$ cat config.mk
export PLATFORM = sky130hd
export DESIGN_NAME = asset_loader_flat
export DESIGN_NICKNAME = d
export VERILOG_FILES = /design/src/rtl/asset_loader_if.sv /design/src/rtl/asset_loader.sv /design/src/flat_wrapper.sv
export SDC_FILE = /design/constraint.sdc
export NUM_CORES = 1
export LEC_CHECK = 0
export BUFFER_PORTS_ARGS = -buffer_cell sky130_fd_sc_hd__buf_4
export CORE_ASPECT_RATIO = 0.9
export CORE_MARGIN = 1.5
export CORE_UTILIZATION = 30
export CTS_BUF_LIST = sky130_fd_sc_hd__clkbuf_8 sky130_fd_sc_hd__clkbuf_16
export CTS_CLUSTER_DIAMETER = 50
export DETAILED_ROUTE_END_ITERATION = 12
export HOLD_SLACK_MARGIN = 0.1
export PLACE_DENSITY = 0.56
export SLEW_MARGIN = 20
export SYNTH_ARGS = -nofsm -noshare
export SYNTH_HDL_FRONTEND = slang
export SYNTH_SLANG_ARGS = --single-unit
$ cat constraint.sdc
create_clock -name clk -period 7.7 [get_ports clk]
set_clock_uncertainty 0.1 [all_clocks]
set_input_delay 0 -clock clk [delete_from_list [all_inputs] [get_ports clk]]
set_output_delay 0 -clock clk [all_outputs]
set_load 0.05 [all_outputs]
$ cat src/rtl/asset_loader_if.sv
// ioctl download bus plus the serialised byte-write bus of asset_loader.
// master = bridge/memory side, slave = loader side.
interface asset_loader_if #(
  parameter int unsigned IOCTL_WIDTH = 16,
  parameter int unsigned NUM_REGIONS = 4
);
  localparam int unsigned SEL_W = (NUM_REGIONS > 1) ? $clog2(NUM_REGIONS) : 1;

  logic                   ioctl_download;
  logic                   ioctl_wr;
  logic [24:0]            ioctl_addr;
  logic [IOCTL_WIDTH-1:0] ioctl_dout;
  logic                   ioctl_wait;
  logic                   wr_8bit;
  logic [SEL_W-1:0]       region_sel;
  logic [25:0]            addr_8bit;
  logic [7:0]             data_8bit;

  modport master (
    output ioctl_download, ioctl_wr, ioctl_addr, ioctl_dout,
    input  ioctl_wait, wr_8bit, region_sel, addr_8bit, data_8bit
  );

  modport slave (
    input  ioctl_download, ioctl_wr, ioctl_addr, ioctl_dout,
    output ioctl_wait, wr_8bit, region_sel, addr_8bit, data_8bit
  );
endinterface

$ cat src/rtl/asset_loader.sv
// Download loader: serialises ioctl words to bytes, decodes regions, parses the header region.
// Optional HEADER_CHECKSUM_EN: header byte 47 must equal the mod-256 sum of bytes 0..46.
module asset_loader #(
  parameter int unsigned               IOCTL_WIDTH      = 16,
  parameter int unsigned               NUM_REGIONS      = 4,
  parameter logic [NUM_REGIONS*25-1:0] REGION_START     = {25'h187250, 25'h17BB80, 25'h80, 25'h0},
  parameter logic [7:0]                EXPECTED_VERSION = 8'h01
) (
  input  logic         clk,
  input  logic         reset_n,
  asset_loader_if.slave ioctl,
  output logic [7:0]   mpu,
  output logic [7:0]   screen_config,
  output logic [11:0]  screen_width,
  output logic [11:0]  screen_height,
  output logic [255:0] input_s_config,
  output logic [7:0]   input_b_config,
  output logic [7:0]   input_ba_config,
  output logic [7:0]   input_acl_config,
  output logic         header_valid,
  output logic         header_error,
  output logic         overrun,
  output logic         load_done
);
  localparam int unsigned BYTES = IOCTL_WIDTH / 8;
  localparam int unsigned SEL_W = (NUM_REGIONS > 1) ? $clog2(NUM_REGIONS) : 1;
  localparam int unsigned IDX_W = (BYTES > 1) ? $clog2(BYTES) : 1;

  typedef enum logic [2:0] {StIdle, StHeader, StPayload, StError, StDone} state_e;

  state_e                 state_q;
  logic                   dl_q;
  logic                   active_q;
  logic [IDX_W-1:0]       left_q;
  logic [IOCTL_WIDTH-1:0] shift_q;
  logic                   wr_8bit_q;
  logic [SEL_W-1:0]       region_sel_q;
  logic [25:0]            addr_8bit_q;
  logic [7:0]             data_8bit_q;
  logic [7:0]             version_q, mpu_q, screen_config_q;
  logic [11:0]            screen_width_q, screen_height_q;
  logic [255:0]           input_s_config_q;
  logic [7:0]             input_b_config_q, input_ba_config_q, input_acl_config_q;
  logic                   header_valid_q, header_error_q, overrun_q, load_done_q;
`ifdef HEADER_CHECKSUM_EN
  logic [7:0]             sum_q;
`endif

  logic             rise, accept, parse_en, hdr_last, hdr_ok;
  logic [SEL_W-1:0] dec_sel;
  logic [24:0]      dec_start;
  logic [25:0]      dec_base;
  logic [4:0]       s_idx;

  // Starts are ascending, so the last match is the highest region containing the address.
  always_comb begin
    dec_sel   = '0;
    dec_start = '0;
    for (int i = 0; i < NUM_REGIONS; i++) begin
      if (ioctl.ioctl_addr >= REGION_START[i*25 +: 25]) begin
        dec_sel   = SEL_W'(i);
        dec_start = REGION_START[i*25 +: 25];
      end
    end
  end

  assign dec_base = 26'(ioctl.ioctl_addr - dec_start) * 26'(BYTES);
  assign rise     = ioctl.ioctl_download & ~dl_q;
  assign accept   = ioctl.ioctl_wr & ~active_q;
  assign parse_en = wr_8bit_q && (region_sel_q == '0) &&
                    (state_q == StHeader || state_q == StPayload || state_q == StError);
  assign hdr_last = parse_en && (addr_8bit_q == 26'd47);
  assign s_idx    = 5'(addr_8bit_q - 26'd8);

`ifdef HEADER_CHECKSUM_EN
  assign hdr_ok = (version_q == EXPECTED_VERSION) && (data_8bit_q == sum_q);
`else
  assign hdr_ok = (version_q == EXPECTED_VERSION);
`endif

  assign ioctl.ioctl_wait = ioctl.ioctl_wr | active_q;
  assign ioctl.wr_8bit    = wr_8bit_q;
  assign ioctl.region_sel = region_sel_q;
  assign ioctl.addr_8bit  = addr_8bit_q;
  assign ioctl.data_8bit  = data_8bit_q;

  always_ff @(posedge clk or negedge reset_n) begin
    if (!reset_n) begin
      state_q            <= StIdle;
      // Held high so a download already in progress at reset release is not seen as a start.
      dl_q               <= 1'b1;
      active_q           <= 1'b0;
      left_q             <= '0;
      shift_q            <= '0;
      wr_8bit_q          <= 1'b0;
      region_sel_q       <= '0;
      addr_8bit_q        <= '0;
      data_8bit_q        <= '0;
      version_q          <= '0;
      mpu_q              <= '0;
      screen_config_q    <= '0;
      screen_width_q     <= '0;
      screen_height_q    <= '0;
      input_s_config_q   <= '0;
      input_b_config_q   <= '0;
      input_ba_config_q  <= '0;
      input_acl_config_q <= '0;
      header_valid_q     <= 1'b0;
      header_error_q     <= 1'b0;
      overrun_q          <= 1'b0;
      load_done_q        <= 1'b0;
`ifdef HEADER_CHECKSUM_EN
      sum_q              <= '0;
`endif
    end else begin
      dl_q <= ioctl.ioctl_download;
      if (rise) begin
        state_q            <= StHeader;
        active_q           <= 1'b0;
        wr_8bit_q          <= 1'b0;
        version_q          <= '0;
        mpu_q              <= '0;
        screen_config_q    <= '0;
        screen_width_q     <= '0;
        screen_height_q    <= '0;
        input_s_config_q   <= '0;
        input_b_config_q   <= '0;
        input_ba_config_q  <= '0;
        input_acl_config_q <= '0;
        header_valid_q     <= 1'b0;
        header_error_q     <= 1'b0;
        overrun_q          <= 1'b0;
        load_done_q        <= 1'b0;
`ifdef HEADER_CHECKSUM_EN
        sum_q              <= '0;
`endif
      end else begin
        if (accept) begin
          active_q     <= 1'b1;
          left_q       <= IDX_W'(BYTES - 1);
          shift_q      <= ioctl.ioctl_dout >> 8;
          wr_8bit_q    <= (state_q != StError) || (dec_sel == '0);
          region_sel_q <= dec_sel;
          addr_8bit_q  <= dec_base;
          data_8bit_q  <= ioctl.ioctl_dout[7:0];
        end else if (active_q) begin
          if (left_q == '0) begin
            active_q  <= 1'b0;
            wr_8bit_q <= 1'b0;
          end else begin
            left_q      <= left_q - 1'b1;
            shift_q     <= shift_q >> 8;
            wr_8bit_q   <= (state_q != StError) || (region_sel_q == '0);
            addr_8bit_q <= addr_8bit_q + 26'd1;
            data_8bit_q <= shift_q[7:0];
          end
        end

        if (ioctl.ioctl_wr && active_q) overrun_q <= 1'b1;

        if (parse_en) begin
          case (addr_8bit_q) inside
            26'd0: version_q       <= data_8bit_q;
            26'd1: mpu_q           <= data_8bit_q;
            26'd2: screen_config_q <= data_8bit_q;
            26'd3: screen_width_q[7:0] <= data_8bit_q;
            26'd4: begin
              screen_width_q[11:8] <= data_8bit_q[3:0];
              screen_height_q[3:0] <= data_8bit_q[7:4];
            end
            26'd5: screen_height_q[11:4] <= data_8bit_q;
            [26'd8:26'd39]: input_s_config_q[{s_idx, 3'b000} +: 8] <= data_8bit_q;
            26'd40: input_b_config_q   <= data_8bit_q;
            26'd41: input_ba_config_q  <= data_8bit_q;
            26'd42: input_acl_config_q <= data_8bit_q;
            default: ;
          endcase
`ifdef HEADER_CHECKSUM_EN
          if (addr_8bit_q <= 26'd46) sum_q <= sum_q + data_8bit_q;
`endif
        end

        case (state_q)
          StHeader: begin
            if (hdr_last) begin
              if (hdr_ok) begin
                state_q        <= StPayload;
                header_valid_q <= 1'b1;
              end else begin
                state_q        <= StError;
                header_error_q <= 1'b1;
              end
            end else if (!ioctl.ioctl_download) begin
              state_q        <= StError;
              header_error_q <= 1'b1;
            end
          end
          StPayload, StError: begin
            if (!ioctl.ioctl_download && !ioctl.ioctl_wait) begin
              state_q     <= StDone;
              load_done_q <= 1'b1;
            end
          end
          default: ;
        endcase
      end
    end
  end

  assign mpu              = mpu_q;
  assign screen_config    = screen_config_q;
  assign screen_width     = screen_width_q;
  assign screen_height    = screen_height_q;
  assign input_s_config   = input_s_config_q;
  assign input_b_config   = input_b_config_q;
  assign input_ba_config  = input_ba_config_q;
  assign input_acl_config = input_acl_config_q;
  assign header_valid     = header_valid_q;
  assign header_error     = header_error_q;
  assign overrun          = overrun_q;
  assign load_done        = load_done_q;
endmodule

$ cat src/flat_wrapper.sv
// flat-port wrapper written by rule: the top's interface ports become plain ports
module asset_loader_flat 
#(
  parameter int unsigned               IOCTL_WIDTH      = 16,
  parameter int unsigned               NUM_REGIONS      = 4,
  parameter logic [NUM_REGIONS*25-1:0] REGION_START     = {25'h187250, 25'h17BB80, 25'h80, 25'h0},
  parameter logic [7:0]                EXPECTED_VERSION = 8'h01
)
  (clk, reset_n, mpu, screen_config, screen_width, screen_height, input_s_config, input_b_config, input_ba_config, input_acl_config, header_valid, header_error, overrun, load_done, ioctl_ioctl_download, ioctl_ioctl_wr, ioctl_ioctl_addr, ioctl_ioctl_dout, ioctl_ioctl_wait, ioctl_wr_8bit, ioctl_region_sel, ioctl_addr_8bit, ioctl_data_8bit);
  asset_loader_if #(.IOCTL_WIDTH(IOCTL_WIDTH), .NUM_REGIONS(NUM_REGIONS)) ioctl_i ();
  input  logic clk;
  input  logic reset_n;
  output logic [7:0] mpu;
  output logic [7:0] screen_config;
  output logic [11:0] screen_width;
  output logic [11:0] screen_height;
  output logic [255:0] input_s_config;
  output logic [7:0] input_b_config;
  output logic [7:0] input_ba_config;
  output logic [7:0] input_acl_config;
  output logic header_valid;
  output logic header_error;
  output logic overrun;
  output logic load_done;
  input wire logic [$bits(ioctl_i.ioctl_download)-1:0] ioctl_ioctl_download;
  input wire logic [$bits(ioctl_i.ioctl_wr)-1:0] ioctl_ioctl_wr;
  input wire logic [$bits(ioctl_i.ioctl_addr)-1:0] ioctl_ioctl_addr;
  input wire logic [$bits(ioctl_i.ioctl_dout)-1:0] ioctl_ioctl_dout;
  output wire logic [$bits(ioctl_i.ioctl_wait)-1:0] ioctl_ioctl_wait;
  output wire logic [$bits(ioctl_i.wr_8bit)-1:0] ioctl_wr_8bit;
  output wire logic [$bits(ioctl_i.region_sel)-1:0] ioctl_region_sel;
  output wire logic [$bits(ioctl_i.addr_8bit)-1:0] ioctl_addr_8bit;
  output wire logic [$bits(ioctl_i.data_8bit)-1:0] ioctl_data_8bit;
  assign ioctl_i.ioctl_download = ioctl_ioctl_download;
  assign ioctl_i.ioctl_wr = ioctl_ioctl_wr;
  assign ioctl_i.ioctl_addr = ioctl_ioctl_addr;
  assign ioctl_i.ioctl_dout = ioctl_ioctl_dout;
  assign ioctl_ioctl_wait = ioctl_i.ioctl_wait;
  assign ioctl_wr_8bit = ioctl_i.wr_8bit;
  assign ioctl_region_sel = ioctl_i.region_sel;
  assign ioctl_addr_8bit = ioctl_i.addr_8bit;
  assign ioctl_data_8bit = ioctl_i.data_8bit;
  asset_loader #(.IOCTL_WIDTH(IOCTL_WIDTH), .NUM_REGIONS(NUM_REGIONS), .REGION_START(REGION_START), .EXPECTED_VERSION(EXPECTED_VERSION)) u_core (.clk(clk), .reset_n(reset_n), .ioctl(ioctl_i), .mpu(mpu), .screen_config(screen_config), .screen_width(screen_width), .screen_height(screen_height), .input_s_config(input_s_config), .input_b_config(input_b_config), .input_ba_config(input_ba_config), .input_acl_config(input_acl_config), .header_valid(header_valid), .header_error(header_error), .overrun(overrun), .load_done(load_done));
endmodule
======== Word level (Yosys, flattened, before mapping) ========
Index checks and enable logic that the tools add are counted.
word-level totals
  flip-flop bits (word level) ............. 391
  bits in latches ......................... 0
  memory bits (writable) .................. 0
  memory bits (read-only) ................. 0
  bits of input ports ..................... 45
  output and inout port bits .............. 362
  word-level logic and storage cells ...... 248
  memories ................................ 0
operators by class
  $add $sub $neg .......................... 5
  multipliers ............................. 0
  div/mod/pow operators ................... 0
  order comparisons ....................... 5
  equal/unequal tests ..................... 27
  shift operators ......................... 2
  multiplexer cells ....................... 125
  bitwise gates (word level) .............. 6
  reduce and logical (&&, ||, !) cells .... 54
operators by type and width
  cell                        number
  $mux W256                   9
  $mux W8                     59
  $bwmux W256                 1
  $shift A8 B10 Y256 const A  1
  $shiftx A8 B10 Y256         1
  $eq A26 B6 Y1 const B       4
  $mux W26                    3
  $eq A26 B2 Y1 const B       2
  $eq A26 B3 Y1 const B       2
  $ge A25 B21 Y1 const B      2
  $mux W25                    2
  $mux W12                    4
  $mux W16                    3
  $mux W4                     10
  $reduce_bool A2 Y1          19
  $mux W1                     27
  $add A26 B1 Y26 const B     1
  $eq A26 B1 Y1 const B       1
  $ge A26 B4 Y1 const B       1
  $le A26 B6 Y1 const B       1
  $logic_not A26 Y1           1
  $ge A25 B8 Y1 const B       1
  $sub A25 B25 Y25            1
  $ne A2 B1 Y1 const B        9
  31 further kinds            59

======== Depth between registers and ports, before layout ========
Gate-level depths: netlist of the first run.
  word-level depth ........................ 13
  mapped depth ............................ 15
  gate-level depth less buffers ........... 15

======== Least setup slack after synthesis of the first run ========
Ideal clock, no wire load.
  path type ............................... in2reg
  start point ............................. input port ioctl_ioctl_addr[15]
  end point ............................... register u_core.addr_8bit_q[25], in the netlist u_core.ioctl.addr_8bit[25]
  setup time .............................. 0.150 ns
  arrival ................................. 2.931 ns
  required time ........................... 7.450 ns
  path slack .............................. 4.519 ns
  stages on the path ...................... 12
  cells stage by stage .................... or4_1 -> a41o_1 -> a31oi_1 -> nand2b_1 -> ha_1 -> o21ai_0 -> a21oi_1 -> o21ai_1 -> o31ai_1 -> a2111oi_0 -> xnor2_1 -> o221ai_1
on the way
  word-level cells in the longest chain between the ends .. 6
  elaborated cells on any way between the ends .. 8
RTL lines
  item                   line                 text
  from (decl)            flat_wrapper.sv:27   input wire logic [$bits(ioctl_i.ioctl_addr)-1:0] ioctl_ioctl_addr;
  $ge A25 B8 Y1          asset_loader.sv:60   if (ioctl.ioctl_addr >= REGION_START[i*25 +: 25]) begin
  $mux W8                asset_loader.sv:60
  $mux W25 (2 in a row)  asset_loader.sv:60
  $sub A25 B25 Y25 (*)   asset_loader.sv:67   assign dec_base = 26'(ioctl.ioctl_addr - dec_start) * 26'(BYTES);
  $mux W26 (*)           asset_loader.sv:138  if (accept) begin
  to (signal assigned)   asset_loader.sv:144  addr_8bit_q <= dec_base;
  to (signal assigned)   asset_loader.sv:154  addr_8bit_q <= addr_8bit_q + 26'd1;
  to (decl)              asset_loader.sv:38   logic [25:0] addr_8bit_q;
Mark *: on every way between the ends. The rest lies on a longest branch, timed or not.
A chain may end at the register's enable or synchronous reset.

======== Final worst setup path of the first run ========
  start point ............................. input port ioctl_ioctl_addr[5]
  end point ............................... register u_core.addr_8bit_q[25], in the netlist u_core.ioctl.addr_8bit[25]
The elaborated chain is that of the path after synthesis.

==> flow_metrics.tcl, run 1 <==
set metrics [dict create \
    io_pins 407 \
    dr.pass1.iters 5 \
    gr-usage-met3_pct 5.15 \
    max-slew-margin-rel_pct 30.9 \
    ys_seq_area_share_pct 57.6 \
    drv_cap 0 \
    area_growth_pct 37.8 \
    place_area_um2 20400 \
    ys_types 79 \
    initial_core_util_pct 30.5 \
    die_h_um 227 \
    avgSynthCellArea_um2 11.1 \
    path_class "in -> reg" \
    cts.repair.resized 0 \
    worst_ir_drop_vdd_mv 0.143 \
    crit_path_max_fanout 7 \
    hold_violations 0 \
    dieArea_um2 56900 \
    drc_errors 0 \
    synth_area_leader_cell "dfrtp_1" \
    grt_max_degree 142 \
    finalPower_w 0.00654 \
    fin_tns_setup_ns 0 \
    viasPerCell 5.40 \
    netlist_instances 1507 \
    fillerInstances 5232 \
    path_clk_slew_ns 0.05 \
    post_cts_buffers 0 \
    cp-end-kind "flip-flop" \
    io_buffers 406 \
    antenna_cells 0 \
    synth_area_leaders "dfrtp_1, a22o_1, a32o_1" \
    dp_hpwl_um 44400 \
    maxSlewViolCount 0 \
    worst_pin_slew_ns 1.03 \
    pre_cts_ws_ns 3.78 \
    min_path_type "in -> reg" \
    ys.flop_type "dfrtp_1" \
    syn-num-nets 1574 \
    drive_above_1_share_pct 28.0 \
    grt_pass1_wl_um 93000 \
    coreArea_um2 54600 \
    synth_top_area_share_pct 57.4 \
    grt.total_usage_pct 21.7 \
    grt.overflow.total 0 \
    antenna_found_initial 0 \
    clk-insertion-delay-late_ns 0.58 \
    gp_congestion 0.919 \
    hold_buffers 71 \
    ant_nets 0 \
    wl_um 63400 \
    cts_root_buf "clkbuf_16" \
    cts_tree "yes" \
    cts_buffer_depth 3 \
    htree_levels 2 \
    ys_top_cells_by_count "dfrtp_1, nand2_1, a22o_1" \
    post-route-period-util_pct 58.9 \
    met1_usage_pct 29.0 \
    power_density_nw_per_um2 285 \
    period_minus_slack_ns 4.54 \
    synth_edf_count 0 \
    startpoint_type "primary input" \
    rows 81 \
    yosysWarnings 0 \
    multi_input_area_um2 6670 \
    rsz0062_at_grt "no" \
    netlist_area_um2 16700 \
    num_vias 14637 \
    worstPathRequired_ns 8.07 \
    timing.fmax_mhz 220 \
    ys_seq_elements 383 \
    grt_pass1_vias 14132 \
    cts.sink_count 383 \
    regToRegSetupSlack_ns 3.93 \
    final_cell_count_no_fill 2711 \
    drt-wirelength-per-cell_um 23.4 \
    yosysMostFrequentCell "dfrtp_1" \
    seqCellArea_um2 9590 \
    status "completed" \
    async_reset_ff_share_pct 100 \
    dpl.cell_count 2549 \
    nNetsFinal 2034 \
    cts_made_buffers 50 \
    die_w_um 251 \
    cp.arrival_ns 4.91 \
    leakage_nw 11.3 \
    grt_busiest_layer "met2" \
    drt_iter0_markers 1218 \
    fin_area_um2 22900 \
    finalSetupViolCount 0 \
    met2_usage_pct 34.8 \
    setup_slack_ns 3.16 \
]
kinds of logic (layout without fill, tap and decap cells):
logic type,after synthesis,count (layout),synth area share [%]
AOI/OAI and AO/OA,481,481,21.3
and+or+nand+nor,446,446,13.0
DFF,383,383,57.6
buffers and inverters,110,609,2.72
muxes,47,47,2.83
adders and majority gates,22,22,1.65
xor gates and xnor gates,18,18,0.947
through the flow:
step / util (%) / hold WS, ns
after floorplan: - / -0.396
after global placement: 37.4 / 0.0631
after detailed placement: 37.4 / 0.0710
after CTS: 42.0 / 0.104
after global routing: 42.0 / 0.137
final: 42.0 / 0.151
layout make-up:
| cell class | instances | area share [%] |
|---|---|---|
| Clock buffer | 59 | 5.99 |
| Clock inverter | 32 | 1.75 |
| Inverter | 21 | 0.344 |
| Multi-Input combinational cell | 1014 | 29.1 |
| Sequential cell | 383 | 41.8 |
| Tap cell | 705 | 3.84 |
| Timing Repair Buffer | 497 | 17.2 |
state kept, by name, indices dropped and copies added (netlist names), 12 cells and up:
| register | cells |
|---|---|
| u_core.screen_width | 12 |
| u_core.screen_height | 12 |
| u_core.ioctl.addr_8bit | 26 |
| u_core.input_s_config | 256 |
critical path: stages:
cell	delay (ns)
dlygate4sd3_1	0.54
buf_4	0.14
o21ai_0	0.18
nand2_1	0.08
a211o_1	0.30
a41o_1	0.24
a31oi_1	0.56
nand2b_1	0.33
ha_1	0.42
o21ai_0	0.09
a21oi_1	0.21
o21ai_1	0.19
o31ai_1	0.50
a2111oi_0	0.25
xnor2_1	0.17
dlygate4sd3_1	0.57
o221ai_1	0.16
per-layer routing:
metal  vias to the layer above  wire length (um)
met5                         -                 0
met2                       638             29700
li1                       6530                 -
met1                      7371             27400
met3                        98              4890
met4                         0              1460
power by group:
group | total, W | switching, W | internal (W)
clock | 0.00244 | 0.000930 | 0.00151
combinational | 0.00172 | 0.00128 | 0.000441
sequential | 0.00238 | 0.000234 | 0.00214
total | 0.00654 | 0.00245 | 0.00410
placed cells by master (no fill, tap or decap), types with 8 or more instances in the layout:
cell	instances
nand2b_1	11
and2_1	9
a211oi_1	8
inv_1	29
buf_4	424
xnor2_1	14
nand4_1	14
nand3_1	54
nand2_1	147
nor2_1	129
o2bb2ai_1	26
dlygate4sd3_1	70
a21oi_1	84
clkbuf_8	9
a22o_1	138
mux2i_1	46
clkbuf_16	50
nor3_1	10
a32o_1	58
dfrtp_1	375
o21ai_0	85
ha_1	22
a31oi_1	17
nor2_2	12
path summary, 6_finish.rpt:
| kind | from | cells after the start | to |
|---|---|---|---|
| worst max-delay path | ioctl_ioctl_addr[5] | 17 | u_core.ioctl.addr_8bit[25] |
| worst min-delay path | ioctl_ioctl_download | 3 | u_core.header_error |
| worst max register to register | u_core.ioctl.addr_8bit[0] | 8 | u_core.input_s_config[198] |
| worst min register to register | u_core.shift_q[2] | 2 | u_core.shift_q[2] |
| max in group asynchronous | reset_n | 4 | u_core.input_b_config[1] |
| min in group asynchronous | reset_n | 4 | u_core.input_s_config[72] |
No activity file was read; power rests on OpenSTA's default activity.
==> inputs of run 2 (changes only) <==
Clock period 7.7 ns to 4.55 ns, I/O delays scaled along.
==> flow_metrics.tcl, run 2 (same netlist as run 1, synthesis figures left out) <==
set metrics [dict create \
    status "completed" \
    rsz0062_at_grt "no" \
    grt_pass1_vias 14034 \
    drive_above_1_share_pct 28.0 \
    wl_um 63600 \
    viasPerCell 5.39 \
    drv_cap 0 \
    period_minus_slack_ns 4.28 \
    antenna_found_initial 0 \
    coreArea_um2 54600 \
    power_density_nw_per_um2 472 \
    cts_buffer_depth 3 \
    cts.sink_count 383 \
    cp.arrival_ns 4.62 \
    post_cts_buffers 0 \
    die_h_um 227 \
    fillerInstances 5211 \
    fin_tns_setup_ns 0 \
    worst_pin_slew_ns 1.11 \
    worst_ir_drop_vdd_mv 0.344 \
    post-route-period-util_pct 94.0 \
    ant_nets 0 \
    dp_hpwl_um 44600 \
    leakage_nw 11.3 \
    gp_congestion 0.886 \
    worstSetupEndpoint "u_core.ioctl.addr_8bit[22]" \
    finalSetupViolCount 0 \
    min_path_type "in -> reg" \
    dr.pass1.iters 5 \
    setup_slack_ns 0.273 \
    io_pins 407 \
    rr_endpoint "u_core.input_s_config[243]" \
    drt_iter0_markers 1072 \
    largest_reg_flops 256 \
    grt.total_usage_pct 21.7 \
    htree_levels 2 \
    timing.fmax_mhz 234 \
    num_vias 14688 \
    grt_max_degree 114 \
    worstRegToRegCells 9 \
    path_class "in -> reg" \
    drc_errors 0 \
    clk-insertion-delay-late_ns 0.58 \
    startpoint "ioctl_ioctl_addr[22]" \
    area_growth_pct 37.8 \
    regToRegSetupSlack_ns 0.80 \
    multi_input_area_um2 6670 \
    startpoint_type "primary input" \
    final_cell_mix "buf_4, dfrtp_1, nand2_1" \
    grt_pass1_wl_um 93600 \
    max-slew-margin-rel_pct 25.9 \
    cts_tree "yes" \
    path_clk_slew_ns 0.06 \
    antenna_cells 0 \
    dieArea_um2 56900 \
    worstReg2RegStart "u_core.ioctl.addr_8bit[0]" \
    grt.overflow.total 0 \
    hold_start "ioctl_ioctl_dout[10]" \
    crit_path_max_fanout 7 \
    cts_made_buffers 49 \
    cp-end-kind "flip-flop" \
    worstPathRequired_ns 4.90 \
    rows 81 \
    cts_root_buf "clkbuf_16" \
    hold_violations 0 \
    pre_cts_ws_ns 0.748 \
    final_common_cell "buf_4" \
    nNetsFinal 2046 \
    die_w_um 251 \
    seqCellArea_um2 9590 \
    maxSlewViolCount 0 \
    drt-wirelength-per-cell_um 23.4 \
    io_buffers 406 \
    initial_core_util_pct 30.5 \
]
-- run 2: stage by stage --
stage / area, um2 / hold WS (ns) / util [%] / power [W] / std cells
after floorplan: 16700 / -0.396 / - / 0.00566 / 1507
after global placement: 20500 / 0.0250 / 37.5 / 0.00688 / 2555
after detailed placement: 20500 / 0.0342 / 37.5 / 0.00690 / 2555
after CTS: 22900 / 0.103 / 42.0 / 0.0109 / 2723
after global routing: 23000 / 0.129 / 42.0 / 0.0113 / 2723
final: 23000 / 0.138 / 42.0 / 0.0108 / 2723
-- run 2: worst min path at each step --
stage / to / slack [ns] / depth (start not counted)
global route: u_core.shift_q[2] / 0.13 / 4
finish: u_core.shift_q[2] / 0.14 / 4
CTS: u_core.shift_q[3] / 0.10 / 4
detailed placement: u_core.input_s_config[141] / 0.03 / 1
global placement: u_core.input_s_config[141] / 0.02 / 1
floorplan: u_core.active_q / -0.40 / 0
-- run 2: timing repair --
action | in CTS | in global routing
hold buffers | 78 | 0
resized for setup | 0 | 3
setup endpoints to repair | 0 | 4
hold endpoints to repair | 256 | 0
-- run 2: cell type report --
cell class                      count  area share, %
Clock buffer                       54           5.69
Clock inverter                     36           1.50
Inverter                           21          0.343
Multi-Input combinational cell   1014           29.1
Sequential cell                   383           41.8
Tap cell                          705           3.84
Timing Repair Buffer              510           17.7
-- run 2: critical path, cell delays in order --
cell	delay, ns
dlygate4sd3_1	0.53
buf_4	0.14
or4_1	0.58
a211oi_1	0.25
dlygate4sd3_1	0.59
buf_4	0.16
nand2b_2	0.21
ha_1	0.33
o211ai_1	0.14
o211ai_1	0.12
a21oi_1	0.27
o21ai_0	0.20
a221oi_1	0.33
xnor2_1	0.15
dlygate4sd3_1	0.55
o21ai_0	0.06
-- run 2: where the power goes --
part	total [W]	internal (W)	switching (W)
registers	0.00409	0.00362	0.000469
clock network	0.00390	0.00232	0.00159
logic	0.00283	0.000751	0.00208
-- run 2: routing by layer --
layer	routed length, um	part of all wire (%)	global-route usage [%]
met1	27500	43	29.4
met2	30600	48	35.7
met3	4770	7.5	4.84
met4	737	1.2	4.59
met5	0	0	0
==> inputs of run 3 (changes only) <==
Settings changed: CELL_PAD_IN_SITES_DETAIL_PLACEMENT set to 1, CELL_PAD_IN_SITES_GLOBAL_PLACEMENT set to 1, PLACE_DENSITY 0.56 to 0.67.
==> flow_metrics.tcl, run 3 (same netlist as run 1, synthesis figures left out) <==
set metrics [dict create \
    cts.sink_count 383 \
    dr.pass1.iters 5 \
    power_frac_seq_pct 37.8 \
    max-slew-margin-rel_pct 26.0 \
    period_minus_slack_ns 4.28 \
    final_cell_mix "buf_4, dfrtp_1, nand2_1" \
    final_common_cell "buf_4" \
    drv_cap 0 \
    crit_top_cell "dlygate4sd3_1" \
    clk-insertion-delay-late_ns 0.57 \
    path_clk_slew_ns 0.06 \
    grt_pass1_vias 15100 \
    finalSetupViolCount 0 \
    fin_area_um2 22900 \
    grt_pass1_wl_um 99000 \
    worst_pin_slew_ns 1.11 \
    cp-end-kind "flip-flop" \
    wl_um 66100 \
    post-route-period-util_pct 94.0 \
    rows 81 \
    largest_reg_flops 256 \
    area_growth_pct 37.5 \
    cp_cell_sequence "dlygate4sd3_1 > buf_4 > or4_1 > a211oi_1 > dlygate4sd3_1 > buf_4 > nand2b_2 > ha_1 > nand3b_1 > o211ai_1 > a21oi_1 > o21ai_1 > a221oi_2 > xnor2_1 > dlygate4sd3_1 > o21ai_0" \
    io_buffers 406 \
    htree_levels 2 \
    post_cts_buffers 0 \
    leakage_nw 11.3 \
    drc_errors 0 \
    io_pins 407 \
    cts_made_buffers 47 \
    pwr-share-comb_pct 25.8 \
    die_w_um 251 \
    path_class "in -> reg" \
    dp_hpwl_um 46900 \
    grt.overflow.total 0 \
    cp.arrival_ns 4.60 \
    status "completed" \
    worst_ir_drop_vdd_mv 0.285 \
    crit_path_max_fanout 7 \
    initial_core_util_pct 30.5 \
    hold_violations 0 \
    startpoint_type "primary input" \
    drt-wirelength-per-cell_um 24.4 \
    timing.fmax_mhz 234 \
    die_h_um 227 \
    cts_buffer_depth 3 \
    fin_tns_setup_ns 0 \
    grt_max_degree 120 \
    place_area_um2 20500 \
    rsz0062_at_grt "no" \
    nNetsFinal 2039 \
    maxSlewViolCount 0 \
    drt_iter0_markers 939 \
    coreArea_um2 54600 \
    num_vias 14633 \
    gp_congestion 0.856 \
    ant_nets 0 \
    worstPathRequired_ns 4.87 \
    clock_power_share_pct 36.4 \
    cts_tree "yes" \
    drive_above_1_share_pct 28.1 \
    viasPerCell 5.39 \
    netSwitchingPower_w 0.00409 \
    antenna_found_initial 1 \
    cp_slowest_stage_delay_ns 0.59 \
    cpMaxStageDelayCell "or4_1" \
    power_density_nw_per_um2 476 \
    grt.total_usage_pct 22.9 \
    switching_share_pct 37.5 \
    dieArea_um2 56900 \
    cts_root_buf "clkbuf_16" \
    p_int_w 0.00682 \
    min_path_type "in -> reg" \
]
## run 3: cell count changes in the layout (fill, tap and decap cells not counted), sizes merged, moves of 2 or more
cell	previous run	this run
dlygate4sd3	77	71
bufinv	4	7
clkinv	10	7
clkinvlp	4	2
inv	39	33
clkbuf	54	56
## run 3: layer usage
metal  GRT usage [%]  vias up  part of all wire, %  wire length, um
li1                -     6511                    -                -
met1            30.7     7639                   45            29400
met2            37.8      399                   48            31800
met3            4.56       84                  5.4             3550
met4            5.75        0                  2.0             1310
met5               0        -                    0                0
## run 3: repair_timing
action                     CTS  global route
hold endpoints to repair   369             0
resized for setup            0             4
setup endpoints to repair    0             3
hold buffers                72             0
## run 3: power groups by stage
stage	combinational [W]	sequential [W]	clock, W
3_5_place_dp	0.00275	0.00418	0
6_report	0.00281	0.00413	0.00397
5_1_grt	0.00301	0.00417	0.00418
4_1_cts	0.00283	0.00412	0.00406
2_1_floorplan	0.00114	0.00452	0
3_3_place_gp	0.00271	0.00417	0
## run 3: layout make-up
class	instances	area, um2
Tap cell	705	882
Clock inverter	28	344
Fill cell	5930	31700
Multi-Input combinational cell	1014	6670
Antenna cell	1	2.50
Clock buffer	56	1310
Sequential cell	383	9590
Timing Repair Buffer	505	4020
Inverter	21	78.8
## run 3: critical path: cells and delay by family
family,cells,cell delay [ns]
adder cells (fa/ha/maj),1,0.32
AND/OR/NAND/NOR,3,0.96
AO/OA/AOI/OAI,6,1.18
buffers and inverters,5,1.99
XOR/XNOR,1,0.15
## run 3: stage by stage
stage / instances / hold slack, ns / worst slack (ns) / total power, W / util [%]
after floorplan: 1507 / -0.396 / 1.37 / 0.00566 / -
final: 2713 / 0.139 / 0.273 / 0.0109 / 41.9
after global routing: 2712 / 0.149 / 0.0248 / 0.0114 / 41.9
after global placement: 2556 / -0.0287 / 0.699 / 0.00688 / 37.5
after detailed placement: 2556 / -0.0230 / 0.673 / 0.00693 / 37.5
after CTS: 2712 / 0.102 / 0.158 / 0.0110 / 41.9
## run 3: path summary, 6_finish.rpt
check | from | endpoint | slack, ns | cells past startpoint
worst max register to register | u_core.ioctl.addr_8bit[0] | u_core.input_s_config[149] | 0.80 | 8
worst min register to register | u_core.shift_q[3] | u_core.shift_q[3] | 0.37 | 2
max in group asynchronous | reset_n | u_core.input_s_config[80] | 3.03 | 4
worst min-delay path | ioctl_ioctl_download | u_core.header_error | 0.14 | 3
worst max-delay path | ioctl_ioctl_addr[22] | u_core.ioctl.addr_8bit[22] | 0.27 | 16
min in group asynchronous | reset_n | u_core.input_s_config[77] | 0.52 | 4
